File: src/rtl/cand_sampler.sv
// Rejection sampler: steps a 64-bit Galois LFSR, presents each candidate to an
// external combinational checker and returns the first passing one (or the last tried).
module cand_sampler #(
  parameter int          WIDTH     = 39,
  parameter logic [63:0] SEED      = 64'h0000_0000_0000_0001,
  parameter int          MAX_TRIES = 1024,
  parameter int          CNT_W     = 16
) (
  input  logic             clk,
  input  logic             rst_n,
  input  logic             start,
  input  logic             seed_load,
  input  logic [63:0]      seed_in,
  output logic [WIDTH-1:0] cand,
  output logic             cand_valid,
  input  logic             chk_ok,
  output logic             busy,
  output logic             res_valid,
  input  logic             res_ready,
  output logic [WIDTH-1:0] res_value,
  output logic             res_sat,
  output logic [CNT_W-1:0] res_tries
);

  if (WIDTH < 1 || WIDTH > 64 || MAX_TRIES < 1 ||
      MAX_TRIES > (2 ** CNT_W) - 1 || SEED == 64'd0) begin : g_bad_params
    $fatal(1, "cand_sampler: illegal parameter combination");
  end

  typedef enum logic [1:0] {IDLE, GEN, CHECK, DONE} state_t;

  state_t           state, state_nx;
  logic [63:0]      lfsr, lfsr_nx, lfsr_step_val;
  logic [WIDTH-1:0] cand_nx, res_value_nx;
  logic [CNT_W-1:0] tries, tries_nx, res_tries_nx;
  logic             res_sat_nx;

  // Right-shifting Galois step; taps 64,63,61,60 keep the state away from zero.
  function automatic logic [63:0] lfsr_step(input logic [63:0] s);
    return {1'b0, s[63:1]} ^ (s[0] ? 64'hD800_0000_0000_0000 : 64'h0000_0000_0000_0000);
  endfunction

  assign lfsr_step_val = lfsr_step(lfsr);
  assign cand_valid    = (state == CHECK);
  assign busy          = (state != IDLE);
  assign res_valid     = (state == DONE);

  // State and datapath registers.
  always_ff @(posedge clk or negedge rst_n) begin
    if (!rst_n) begin
      state     <= IDLE;
      lfsr      <= SEED;
      cand      <= {WIDTH{1'b0}};
      tries     <= {CNT_W{1'b0}};
      res_value <= {WIDTH{1'b0}};
      res_sat   <= 1'b0;
      res_tries <= {CNT_W{1'b0}};
    end else begin
      state     <= state_nx;
      lfsr      <= lfsr_nx;
      cand      <= cand_nx;
      tries     <= tries_nx;
      res_value <= res_value_nx;
      res_sat   <= res_sat_nx;
      res_tries <= res_tries_nx;
    end
  end

  // Next-state and next-datapath logic; every register holds unless its state updates it.
  always_comb begin
    state_nx     = state;
    lfsr_nx      = lfsr;
    cand_nx      = cand;
    tries_nx     = tries;
    res_value_nx = res_value;
    res_sat_nx   = res_sat;
    res_tries_nx = res_tries;
    case (state)
      IDLE: begin
        if (seed_load) begin
          lfsr_nx = (seed_in == 64'd0) ? SEED : seed_in;
        end else begin
          lfsr_nx = lfsr;
        end
        if (start) begin
          tries_nx = {CNT_W{1'b0}};
          state_nx = GEN;
        end else begin
          state_nx = IDLE;
        end
      end
      GEN: begin
        lfsr_nx  = lfsr_step_val;
        cand_nx  = lfsr_step_val[WIDTH-1:0];
        tries_nx = tries + {{(CNT_W-1){1'b0}}, 1'b1};
        state_nx = CHECK;
      end
      CHECK: begin
        if (chk_ok || (tries == CNT_W'(MAX_TRIES))) begin
          res_sat_nx   = chk_ok;
          res_value_nx = cand;
          res_tries_nx = tries;
          state_nx     = DONE;
        end else begin
          state_nx = GEN;
        end
      end
      DONE: begin
        if (res_ready) begin
          state_nx = IDLE;
        end else begin
          state_nx = DONE;
        end
      end
      default: begin
        state_nx = IDLE;
      end
    endcase
  end

endmodule

File: config.mk
export PLATFORM = sky130hd
export DESIGN_NAME = cand_sampler
export DESIGN_NICKNAME = d
export VERILOG_FILES = /design/src/rtl/cand_sampler.sv
export SDC_FILE = /design/constraint.sdc
export NUM_CORES = 1
export LEC_CHECK = 0
export ABC_AREA = 1
export CAP_MARGIN = 10
export CORE_MARGIN = 10
export CORE_UTILIZATION = 40
export DETAILED_ROUTE_END_ITERATION = 7
export GPL_TIMING_DRIVEN = 0
export PLACE_DENSITY = 0.75
export SYNTH_ARGS = -nofsm -noshare
export SYNTH_HDL_FRONTEND = slang
export SYNTH_SLANG_ARGS = --single-unit
export TNS_END_PERCENT = 1
File: constraint.sdc
create_clock -name clk -period 4.2 [get_ports clk]
set_input_delay 0.42 -clock clk [delete_from_list [all_inputs] [get_ports clk]]
set_output_delay 0.42 -clock clk [all_outputs]
set_load 0.05 [all_outputs]
# After elaboration in Yosys (flattened, before gate mapping)
# Cells that the tools add are included.
# W data, S select, Z words.
[classes]
n_addsub = 1
n_eq_ne = 6
muxes = 10
n_bitwise = 1
reduce_logical = 8
[ops]
columns = ["op", "n"]
rows = [
  ["$mux W64", 3],
  ["$pmux W64 S2", 1],
  ["$logic_not A64 Y1", 1],
  ["$xor A63 B64 Y64", 1],
  ["$pmux W16 S2", 1],
  ["$add A16 B1 Y16 const B", 1],
  ["$eq A16 B11 Y1 const B", 1],
  ["$mux W16", 1],
  ["$pmux W2 S4", 1],
  ["$reduce_and A2 Y1", 3],
  ["$eq A2 B2 Y1 const B", 2],
  ["$mux W2", 2],
  ["$ne A2 B2 Y1 const B", 2],
  ["$reduce_bool A2 Y1", 2],
  ["$eq A2 B1 Y1 const B", 1],
  ["$logic_not A2 Y1", 1],
  ["$logic_or A1 B1 Y1", 1],
  ["$mux W1", 1],
]
[word_totals]
register_bits = 177
input_bits = 70
output_inout_bits = 98

# Longest topological paths before layout
[depth]
word_depth = 4
ltp_mapped = 11
ltp_nobuf = 10

# Worst setup path after synthesis
# OpenSTA, ideal clock, no wires.
[synth_path]
path_kind = "flip-flop to flip-flop"
from = "register state[0]"
to = "register res_value[0]"
setup_time_ns = 0.119
arrival_ns = 1.636
slack_ns = 2.445
path_stages_with_launch = 10
n_path_buf = 3
cell_sequence = "dfrtp_1 buf_4 inv_4 nand2_1 inv_1 nand2_1 buf_2 buf_2 nand3_1 nand2_1"
[synth_between]
elab_chain_cells = 2
[synth_lines]
columns = ["element", "line_no", "text"]
rows = [
  ["start, declared", "32", "state_t state, state_nx;"],
  ["start signal, assigned", "59", "state <= state_nx;"],
  ["$eq A2 B2 Y1", "-", ""],
  ["via cand_valid", "15", "output logic cand_valid,"],
  ["$reduce_and A2 Y1 (no line)", "-", ""],
  ["end signal, assigned", "55", "res_value <= {WIDTH{1'b0}};"],
  ["end signal, assigned", "63", "res_value <= res_value_nx;"],
  ["end, declared", "20", "output logic [WIDTH-1:0] res_value,"],
]
# The timed path passes the listed nets, and every way through them passes these cells.
# A chain may end at the register's enable or synchronous reset.

# Worst setup path in the final report
[layout_path]
from = "register state[0]"
to = "output port cand_valid"
[layout_between]
elab_chain_cells = 1
[layout_lines]
columns = ["element", "line_no", "text"]
rows = [
  ["$eq A2 B2 Y1", "44", "assign cand_valid = (state == CHECK);"],
  ["end, declared", "15", ""],
]
# Every way passes these cells.

==> metrics list <==
- The count of buffers added on input and output ports is 167.
- Unrepaired setup endpoints after global routing: no
- Across the run, the number of max-cap violations was 0.
- The number of antenna violations at the first check in global routing was 5.
* Instance count of the mapped netlist: 932
- The worst register-to-register path begins at tries[1]$_DFFE_PN0P_.
- Highest achievable clock rate: 0.3999 GHz
- Worst slew slack as a fraction of its limit: 0.5717
- The clock reaches the later pin of the worst-skew pair after 0.43 ns.
- Nature of the critical path startpoint: register
* Part of the total power dissipated in sequential elements: 0.325
- Count of unique library cells instantiated by Yosys: 29
* Lkg Pwr: 0.004906 uW
- On the final layout, the worst clock skew is 0.008797 ns.
* Fraction of synthesis flops using an asynchronous set or reset pin: 1.000
- In the post-synthesis netlist, the biggest area contributors are sky130_fd_sc_hd__dfrtp_1 (57%), sky130_fd_sc_hd__nand2_1 (16%), sky130_fd_sc_hd__nor2_1 (5.3%).
* Maximum buffer depth of the clock tree: 2
- In the global route stage, met1 resource usage came out at 0.2173.
- Shortest clock period the worst path allows after layout: 2.501 ns
- Detailed placement HPWL: 16890 um
- EDFF count, synth: 0
* Area grow syn2layout: 34.31%
- Residual DRC count: 0
- Number of CTS-inserted buffers: 17
- Core Area: 18890 um2
- Resized Gates After CTS: 0
- Summed over all nets, the switching power comes to 4303 uW.
- Post-route standard cell area excluding fillers: 10390 um2
- For this run, the leading register cell type out of synthesis is sky130_fd_sc_hd__dfrtp_1.
- Number of fill cells: 1780
- Number of warnings printed during yosys synthesis: 0
- Areal power density over the cells: 879.3 nW/um2
* Required time at the endpoint of the critical path: 3.78 ns
- The congestion estimate from routability-driven global placement came to 0.8482.
* Outcome: finished, final reports clean
* Setup CP Type: register to output port
- Data arrival time of the critical path: 2.08 ns
- Of the synthesized area, sequential elements account for 0.5728.
* Detailed Route Iter0 Violations: 532
- Count of antenna-violating nets left after detailed routing: 0
* Library cell with the largest summed area after synthesis: sky130_fd_sc_hd__dfrtp_1
- Count of final hold-check violations: 0
- Crit path max fanout: 7
* Area of the mapped netlist: 7735 um2
- Of the total power, the share spent switching nets is 0.4710.
- Met2 global-route usage: 0.2957
* Hold buffers post-CTS: 1
- Counting every sink on the clock net gives 177.
- Startpoint of the lowest-slack hold path: res_sat$_DFFE_PN0P_
- Path category of the worst min-delay check: register to register
- Met3 global-route usage: 0.04338
- Launch point of the worst path: state[0]$_DFF_PN0_
* Initial core utilization: 0.4094
* Crit. End Element: output port
* Length of the first detailed-routing pass in iterations: 5
- Number of buffers inserted to repair setup after CTS: 0
* Via density: 4.970
- In this run the mean area of a mapped cell was 8.299 um2.
- In the final layout, the share of cells above drive strength 1 is 0.06973.
* Site row count: 50
* Max Slew Vio Count: 0
- Overall die height: 159.1 um
* Largest net degree at the start of global routing: 98
- Once layout is complete, the utilization of the core stands at 0.5499.
* Overall power: 9135 uW
- Syn_nets: 1004
* Buffer cell driving the clock tree root: sky130_fd_sc_hd__clkbuf_16
* Post-CTS clock slew at the launch and capture registers of the worst setup and hold paths: 0.06 ns
- Top-Level Pins: 168
* Wire length of the first global-routing pass: 36800 um
- Number of synthesized register bits: 177
- For the pin with the worst max-slew slack, the measured transition is 0.6425 ns.
- For this run the aggregate overflow at the end of global routing stands at 0.
- The die covers 25300 um2.
- Most Crowded Layer GR: met2
- Of the total power, the clock network draws 0.178.
* Final worst-path cycle share: 0.5954
- Dividing the detail-routed wire length by the instance count gives 16.24 um.
* Overall routed net length: 22710 um
- Once placement finished, the instance area stood at 9764 um2.
- TritonCTS built the clock tree.
* Final layout net count: 1192
- Across the VDD grid, the largest voltage drop is 0.0003290 V.
- The internal portion of the total power is 4832 uW.
- The die is 159.1 um wide.
- Of the total power, combinational logic draws 0.496.
- Overall routing resource usage: 0.1780
- The H-tree was split into 4 levels.
- The number of global-route vias before repair came to 6939.
- Setup violations remaining at the end of the flow were counted as 0.
* Total via count after detailed routing: 6948
* Yosys top cell area share: 0.5694
area by class of cell:
class	instances	area, um2	share of cell area
flip-flops and latches	177	4431	0.4265
diodes	5	12.51	0.001204
repair buffers	169	1714	0.1650
clock buffers	19	452.9	0.04360
inverters	37	141.4	0.01361
multi-input cells	666	2897	0.2788
well taps	260	325.3	0.03131
plain buffers	52	266.5	0.02565
clock inverters	13	148.9	0.01433
sequential cells by signal (all words and copies together), names as in the netlist:
signal     count
cand          39
lfsr          64
res_sat        1
res_tries     16
res_value     39
state          2
tries         16
placed cells by master, fill, tap and decap left out, drive strengths merged:
cell / synthesis / layout
clkdlybuf4s50: 0 / 166
clkbuf: 21 / 40
dfstp: 1 / 1
nand4: 6 / 6
dfrtp: 176 / 176
nor2: 111 / 111
dlygate4sd3: 0 / 1
a22oi: 5 / 5
nand2: 336 / 336
diode: 0 / 5
clkinvlp: 0 / 3
a31oi: 36 / 36
inv: 37 / 42
nand3: 71 / 71
clkinv: 0 / 3
nor3: 9 / 9
nor4: 3 / 3
o21a: 1 / 1
a21oi: 57 / 57
o21ai: 24 / 24
ha: 2 / 2
buf: 31 / 33
or2: 4 / 4
nor3b: 1 / 1
bufinv: 0 / 2
final timing paths:
kind	endpoint	slack (ns)	cells after the start
setup / recovery	cand_valid	1.70	5
hold / removal	res_sat$_DFFE_PN0P_	0.48	2
setup reg to reg	res_value[7]$_DFFE_PN0P_	2.27	9
hold reg to reg	res_sat$_DFFE_PN0P_	0.48	2
max in group asynchronous	lfsr[45]$_DFFE_PN0P_	2.79	3
min in group asynchronous	res_value[16]$_DFFE_PN0P_	0.54	2
power groups by stage:
| stage | Combinational [uW] | Clock (uW) | Sequential (uW) |
|---|---|---|---|
| after floorplan | 1700 | 0 | 4230 |
| after global placement | 4490 | 0 | 2970 |
| after detailed placement | 4560 | 0 | 2990 |
| after CTS | 4590 | 1650 | 2970 |
| after global routing | 4950 | 1710 | 3060 |
| final | 4530 | 1630 | 2970 |
synth_stat cells (3+ instances only):
| library cell | count |
|---|---|
| sky130_fd_sc_hd__nor2_1 | 110 |
| sky130_fd_sc_hd__a31oi_1 | 36 |
| sky130_fd_sc_hd__dfrtp_1 | 176 |
| sky130_fd_sc_hd__buf_2 | 18 |
| sky130_fd_sc_hd__inv_1 | 31 |
| sky130_fd_sc_hd__buf_4 | 7 |
| sky130_fd_sc_hd__clkbuf_1 | 21 |
| sky130_fd_sc_hd__nand4_1 | 6 |
| sky130_fd_sc_hd__inv_2 | 5 |
| sky130_fd_sc_hd__nand3_1 | 71 |
| sky130_fd_sc_hd__a21oi_1 | 57 |
| sky130_fd_sc_hd__buf_1 | 3 |
| sky130_fd_sc_hd__or2_2 | 4 |
| sky130_fd_sc_hd__nand2_1 | 335 |
| sky130_fd_sc_hd__o21ai_0 | 20 |
| sky130_fd_sc_hd__o21ai_1 | 3 |
| sky130_fd_sc_hd__nor3_1 | 7 |
| sky130_fd_sc_hd__a22oi_1 | 5 |
| sky130_fd_sc_hd__nor4_1 | 3 |
| sky130_fd_sc_hd__buf_6 | 3 |
through the flow:
stage	hold WS (ns)	instances	setup slack, ns	TNS, ns
floorplan	0.1244	932	2.445	0
global placement	0.4555	1359	-4.646	-818.47
detailed placement	0.4484	1360	2.038	0
CTS	0.4789	1393	1.688	0
global route	0.5156	1398	1.633	0
finish	0.4812	1398	1.699	0
kinds of logic (layout without fill, tap and decap cells):
kind of cell,Yosys count,after routing,share of synthesized area
compound gates,123,123,0.08784
fa+ha+maj,2,2,0.003235
flops,177,177,0.5728
simple gates,541,541,0.2834
other cells,0,5,0
buf+inv,89,290,0.05273
per-layer routing:
layer,vias to the layer above,part of all wire
li1,3395,-
met4,0,0.025
met5,-,0
met3,37,0.052
met1,3326,0.42
met2,190,0.50
worst max-delay path, stage by stage (launching register included):
cell	delay [ns]
sky130_fd_sc_hd__dfrtp_1	0.36
sky130_fd_sc_hd__buf_4	0.17
sky130_fd_sc_hd__inv_4	0.08
sky130_fd_sc_hd__nand2_1	0.11
sky130_fd_sc_hd__inv_1	0.12
sky130_fd_sc_hd__clkdlybuf4s50_1	0.81
(Power assumes the default switching activity.)
